`src/rtl/cpu_pkg.sv`:
```
// rtl/cpu_pkg.sv - shared MIPS core types: ALU op classes, default widths, control bundle
package cpu_pkg;

  localparam int DATA_W_DEF     = 32;
  localparam int REG_ADDR_W_DEF = 5;

  typedef enum logic [1:0] {
    ALU_ADD  = 2'b00,
    ALU_SUB  = 2'b01,
    ALU_RTYP = 2'b10,
    ALU_RSVD = 2'b11
  } alu_op_e;

  typedef struct packed {
    logic       reg_dst;
    logic       alu_src;
    logic       mem_to_reg;
    logic       reg_write;
    logic       mem_read;
    logic       mem_write;
    logic       branch;
    logic [1:0] alu_op;
  } ctrl_t;

  localparam ctrl_t CTRL_NOP = '0;

endpackage

```
`src/rtl/id_ex_pipe_reg_sat_counter.sv`:
```
// rtl/id_ex_pipe_reg_sat_counter.sv - saturating up-counter (module sat_counter), async active-low reset
module sat_counter #(
  parameter int CNT_W = 16
) (
  input  logic             clk,
  input  logic             rst_n,
  input  logic             en,
  output logic [CNT_W-1:0] count
);

  logic [CNT_W-1:0] r_count;

  always_ff @(posedge clk or negedge rst_n) begin
    if (!rst_n) begin
      r_count <= '0;
    end else if (en && (r_count != {CNT_W{1'b1}})) begin
      r_count <= r_count + 1'b1;
    end
  end

  assign count = r_count;

endmodule

```
`src/rtl/id_ex_pipe_reg.sv`:
```
// rtl/id_ex_pipe_reg.sv - ID/EX pipeline register with stall/flush; ID_EX_BUBBLE_CNT_EN adds bubble_cnt
module id_ex_pipe_reg
  import cpu_pkg::*;
#(
  parameter int DATA_W     = DATA_W_DEF,
  parameter int REG_ADDR_W = REG_ADDR_W_DEF,
  parameter int CNT_W      = 16
) (
  input  logic                  clk,
  input  logic                  rst_n,
  input  logic                  stall,
  input  logic                  flush,
  input  logic                  id_valid,
  input  logic                  id_reg_dst,
  input  logic                  id_alu_src,
  input  logic                  id_mem_to_reg,
  input  logic                  id_reg_write,
  input  logic                  id_mem_read,
  input  logic                  id_mem_write,
  input  logic                  id_branch,
  input  logic [1:0]            id_alu_op,
  input  logic [DATA_W-1:0]     id_pc_plus4,
  input  logic [DATA_W-1:0]     id_rdata1,
  input  logic [DATA_W-1:0]     id_rdata2,
  input  logic [DATA_W-1:0]     id_imm_ext,
  input  logic [REG_ADDR_W-1:0] id_rs,
  input  logic [REG_ADDR_W-1:0] id_rt,
  input  logic [REG_ADDR_W-1:0] id_rd,
  output logic                  ex_valid,
  output logic                  ex_reg_dst,
  output logic                  ex_alu_src,
  output logic                  ex_mem_to_reg,
  output logic                  ex_reg_write,
  output logic                  ex_mem_read,
  output logic                  ex_mem_write,
  output logic                  ex_branch,
  output logic [1:0]            ex_alu_op,
  output logic [DATA_W-1:0]     ex_pc_plus4,
  output logic [DATA_W-1:0]     ex_rdata1,
  output logic [DATA_W-1:0]     ex_rdata2,
  output logic [DATA_W-1:0]     ex_imm_ext,
  output logic [REG_ADDR_W-1:0] ex_rs,
  output logic [REG_ADDR_W-1:0] ex_rt,
  output logic [REG_ADDR_W-1:0] ex_rd
`ifdef ID_EX_BUBBLE_CNT_EN
  ,
  output logic [CNT_W-1:0]      bubble_cnt
`endif
);

  ctrl_t                 w_id_ctrl;
  ctrl_t                 w_load_ctrl;
  logic                  w_load;
  logic                  w_bubble_event;

  ctrl_t                 r_ctrl;
  logic                  r_valid;
  logic [DATA_W-1:0]     r_pc_plus4;
  logic [DATA_W-1:0]     r_rdata1;
  logic [DATA_W-1:0]     r_rdata2;
  logic [DATA_W-1:0]     r_imm_ext;
  logic [REG_ADDR_W-1:0] r_rs;
  logic [REG_ADDR_W-1:0] r_rt;
  logic [REG_ADDR_W-1:0] r_rd;

  assign w_id_ctrl = '{
    reg_dst:    id_reg_dst,
    alu_src:    id_alu_src,
    mem_to_reg: id_mem_to_reg,
    reg_write:  id_reg_write,
    mem_read:   id_mem_read,
    mem_write:  id_mem_write,
    branch:     id_branch,
    alu_op:     id_alu_op
  };

  // An invalid ID slot still carries its data, but must never write state downstream.
  assign w_load_ctrl    = id_valid ? w_id_ctrl : CTRL_NOP;
  assign w_load         = !flush && !stall;
  assign w_bubble_event = flush || (w_load && !id_valid);

  always_ff @(posedge clk or negedge rst_n) begin
    if (!rst_n) begin
      r_ctrl     <= CTRL_NOP;
      r_valid    <= 1'b0;
      r_pc_plus4 <= '0;
      r_rdata1   <= '0;
      r_rdata2   <= '0;
      r_imm_ext  <= '0;
      r_rs       <= '0;
      r_rt       <= '0;
      r_rd       <= '0;
    end else if (flush) begin
      r_ctrl     <= CTRL_NOP;
      r_valid    <= 1'b0;
      r_pc_plus4 <= '0;
      r_rdata1   <= '0;
      r_rdata2   <= '0;
      r_imm_ext  <= '0;
      r_rs       <= '0;
      r_rt       <= '0;
      r_rd       <= '0;
    end else if (w_load) begin
      r_ctrl     <= w_load_ctrl;
      r_valid    <= id_valid;
      r_pc_plus4 <= id_pc_plus4;
      r_rdata1   <= id_rdata1;
      r_rdata2   <= id_rdata2;
      r_imm_ext  <= id_imm_ext;
      r_rs       <= id_rs;
      r_rt       <= id_rt;
      r_rd       <= id_rd;
    end
  end

  assign ex_valid      = r_valid;
  assign ex_reg_dst    = r_ctrl.reg_dst;
  assign ex_alu_src    = r_ctrl.alu_src;
  assign ex_mem_to_reg = r_ctrl.mem_to_reg;
  assign ex_reg_write  = r_ctrl.reg_write;
  assign ex_mem_read   = r_ctrl.mem_read;
  assign ex_mem_write  = r_ctrl.mem_write;
  assign ex_branch     = r_ctrl.branch;
  assign ex_alu_op     = r_ctrl.alu_op;
  assign ex_pc_plus4   = r_pc_plus4;
  assign ex_rdata1     = r_rdata1;
  assign ex_rdata2     = r_rdata2;
  assign ex_imm_ext    = r_imm_ext;
  assign ex_rs         = r_rs;
  assign ex_rt         = r_rt;
  assign ex_rd         = r_rd;

`ifdef ID_EX_BUBBLE_CNT_EN
  sat_counter #(
    .CNT_W (CNT_W)
  ) u_bubble_cnt (
    .clk   (clk),
    .rst_n (rst_n),
    .en    (w_bubble_event),
    .count (bubble_cnt)
  );
`else
  logic w_unused_bubble;
  assign w_unused_bubble = w_bubble_event & (CNT_W > 0);
`endif

endmodule

```
`config.mk`:
```
export PLATFORM = sky130hd
export DESIGN_NAME = id_ex_pipe_reg
export DESIGN_NICKNAME = d
export VERILOG_FILES = /design/src/rtl/cpu_pkg.sv /design/src/rtl/id_ex_pipe_reg_sat_counter.sv /design/src/rtl/id_ex_pipe_reg.sv
export SDC_FILE = /design/constraint.sdc
export NUM_CORES = 1
export LEC_CHECK = 0
export BUFFER_PORTS_ARGS = -buffer_cell sky130_fd_sc_hd__buf_4
export CAP_MARGIN = 30
export CORE_AREA = 5 5 128 154
export DETAILED_ROUTE_END_ITERATION = 16
export DIE_AREA = 0 0 133 159
export SLEW_MARGIN = 20
export SYNTH_ARGS = -nofsm -noshare
export SYNTH_HDL_FRONTEND = slang
export SYNTH_HIERARCHICAL = 1
export SYNTH_SLANG_ARGS = --single-unit
```
`constraint.sdc`:
```
create_clock -name clk -period 0.8 [get_ports clk]
set_input_delay 0.08 -clock clk [delete_from_list [all_inputs] [get_ports clk]]
set_output_delay 0.08 -clock clk [all_outputs]
set_load 0.02 [all_outputs]
```
==> impl_metrics.tcl <==
set metrics [dict create \
    drt-total-wl_mm 22.3 \
    synth_edf_count 0 \
    path_max_fanout 2 \
    power.density_nw_per_um2 1750 \
    gr-usage-all-layers_pct 20.7 \
    die_h_um 159 \
    reg2reg_to "ex_pc_plus4[3]" \
    finalPower_w 0.0215 \
    synthDistinctLibCells 10 \
    core_area_um2 18000 \
    slowest_stage "dfrtp_2" \
    clk_path_buf_depth 2 \
    die-area_um2 21100 \
    htreeDepth 4 \
    grt_pass1_vias 6579 \
    worst-path-buf-inv 1 \
    failed_checks "negative setup slack" \
    nets 1190 \
    r2r-start "ex_pc_plus4[3]" \
    synth_common_cells "dfrtp_1, mux2i_1, nor2_1" \
    cpPeakStageDelay_ns 0.44 \
    wire_per_inst_um 17.6 \
    cts.sinks 153 \
    hp-class "in -> async" \
    ir_drop_uv 1220 \
    cp-end-kind "output port" \
    grt_pass1_wl_mm 34.8 \
    synth_ff_type "dfrtp_1" \
    p_leak_nw 6.35 \
    std_cell_rows 54 \
    cts_tree "built" \
    synth_largest_area_cell "dfrtp_1" \
    yosysTopAreaCellShare_pct 62.0 \
    critPathKind "reg -> out" \
    cts_made_buffers 17 \
    syn_area_per_cell_um2 12.7 \
    timing_worst_slew_pin_value_ns 0.857 \
    status "finished with violations" \
    final_antenna_net_count 0 \
    grt.overflow.total 0 \
    rsz0062_at_grt "yes" \
    clock.fmax_mhz 921 \
    via_per_inst 4.64 \
    areaGrowthSynthToFinish_pct 99.0 \
    async_flop_share_pct 100 \
    port_buffers 309 \
    syn-num-nets 644 \
    initial_core_util_pct 34.2 \
    setup_ws_ns -0.285 \
    syn_area_um2 6170 \
    routabilityCongestion 0.847 \
    grt_max_degree 63 \
    antenna_found_initial 1 \
    drt_iter0_drc 204 \
    clkSlewWorstSetupHoldPaths_ns 0.06 \
    die_w_um 133 \
    firstDrtPassIters 5 \
    post-route-drc-count 0 \
    synth.most_common_cell "dfrtp_1" \
    yosysWarnings 6 \
    place_hpwl_mm 14.5 \
    maxCapViolations 0 \
    vias 5903 \
    syn-instance-count 487 \
    crit_chain "buf_6" \
    final-setup-viol-count 214 \
    synth-seq-cells 153 \
    layout-drive-gt1-share_pct 42.7 \
    place_area_um2 8960 \
    fin_skew_ns 0 \
    start_kind "flip-flop" \
    critical-path-top-delay-family "flip-flops" \
    slew_headroom_pct 42.7 \
    finalCriticalPeriod_ns 1.09 \
    finish.instance_area_um2 12300 \
    r2r_slack_ns -0.23 \
    hold_viol 0 \
    crit_required_ns 0.72 \
    yosysSeqAreaShare_pct 62.0 \
    finalMaxSlewViolations 0 \
    post-route-period-util_pct 136 \
    pin_count 310 \
    root_buffer "clkbuf_16" \
    reg2regPathDepth 4 \
    clock_latency_ns 0.42 \
    synth_top_cells_by_area "dfrtp_1, mux2i_1, nor2_1, buf_6, a32o_1" \
    critPathArrivalTime_ns 1.01 \
]
==> placed cells by master (no fill, tap or decap) <==
| master | instances |
|---|---|
| inv_2 | 1 |
| bufinv_16 | 3 |
| buf_4 | 220 |
| clkbuf_16 | 17 |
| mux2i_1 | 138 |
| nor2_1 | 144 |
| mux2i_2 | 5 |
| mux2i_4 | 1 |
| diode_2 | 1 |
| buf_12 | 15 |
| dfrtp_1 | 151 |
| inv_6 | 2 |
| dlygate4sd3_1 | 155 |
| clkinvlp_4 | 8 |
| clkbuf_8 | 3 |
| dfrtp_2 | 2 |
| nor2b_1 | 2 |
| buf_6 | 170 |
| a32o_1 | 9 |
==> worst max path at each step <==
| stage | start | to | slack, ns | cells past startpoint |
|---|---|---|---|---|
| 2_1_floorplan | stall | ex_alu_op[0] | 0.01 | 4 |
| 3_3_place_gp | flush | ex_mem_read | -0.15 | 3 |
| 3_5_place_dp | stall | ex_alu_src | -0.22 | 3 |
| 4_1_cts | ex_rdata1[29] | ex_rdata1[29] | -0.31 | 1 |
| 5_1_grt | ex_rdata1[26] | ex_rdata1[26] | -0.32 | 1 |
| 6_report | ex_rdata1[29] | ex_rdata1[29] | -0.29 | 1 |
==> power breakdown <==
part	internal [W]	leakage [nW]	switching [W]
Combinational	0.00265	4.05	0.00193
Sequential	0.00817	2.03	0.000357
Clock	0.00509	0.277	0.00327
==> metal layers <==
layer | global-route usage, % | routed length (um)
met1 | 23.0 | 8210
met2 | 36.2 | 11900
met3 | 6.76 | 1650
met4 | 8.51 | 599
met5 | 0 | 0
==> cell type report <==
class	count	area, um^2
fill	1253	5750
sequential	153	3830
inverter	1	3.75
tap	224	280
timing repair buffer	561	5430
clock inverter	13	168
clock buffer	19	453
antenna	1	2.50
multi-input combinational	299	2120
==> metrics by stage <==
stage          setup TNS, ns  hold WS [ns]  std cells  setup slack (ns)  util, %
4_1_cts               -39.64        0.0391       1232            -0.310     66.0
2_1_floorplan              0        -0.216        487           0.00976        -
3_5_place_dp          -19.25       -0.0716       1019            -0.222     49.7
5_1_grt               -46.32        0.0602       1271            -0.318     68.1
6_report              -38.15        0.0508       1271            -0.285     68.1
3_3_place_gp          -15.91       -0.0737       1019            -0.155     49.7
==> kinds of logic (layout without fill, tap and decap cells) <==
| family | after synthesis | after routing | synth area share, % |
|---|---|---|---|
| other | 0 | 1 | 0 |
| AND/OR/NAND/NOR | 146 | 146 | 8.96 |
| AO/OA/AOI/OAI | 9 | 9 | 1.46 |
| buffers and inverters | 35 | 594 | 4.20 |
| multiplexers | 144 | 144 | 23.4 |
| flip-flops | 153 | 153 | 62.0 |
==> repair_timing <==
item / in CTS / in global routing
hold endpoints to repair: 306 / 0
hold buffers: 155 / 0
gates resized for setup: 154 / 24
pin swaps: 0 / 18
setup buffers: 26 / 46
setup endpoints to repair: 153 / 181
Power figures use the tool's default switching activity.
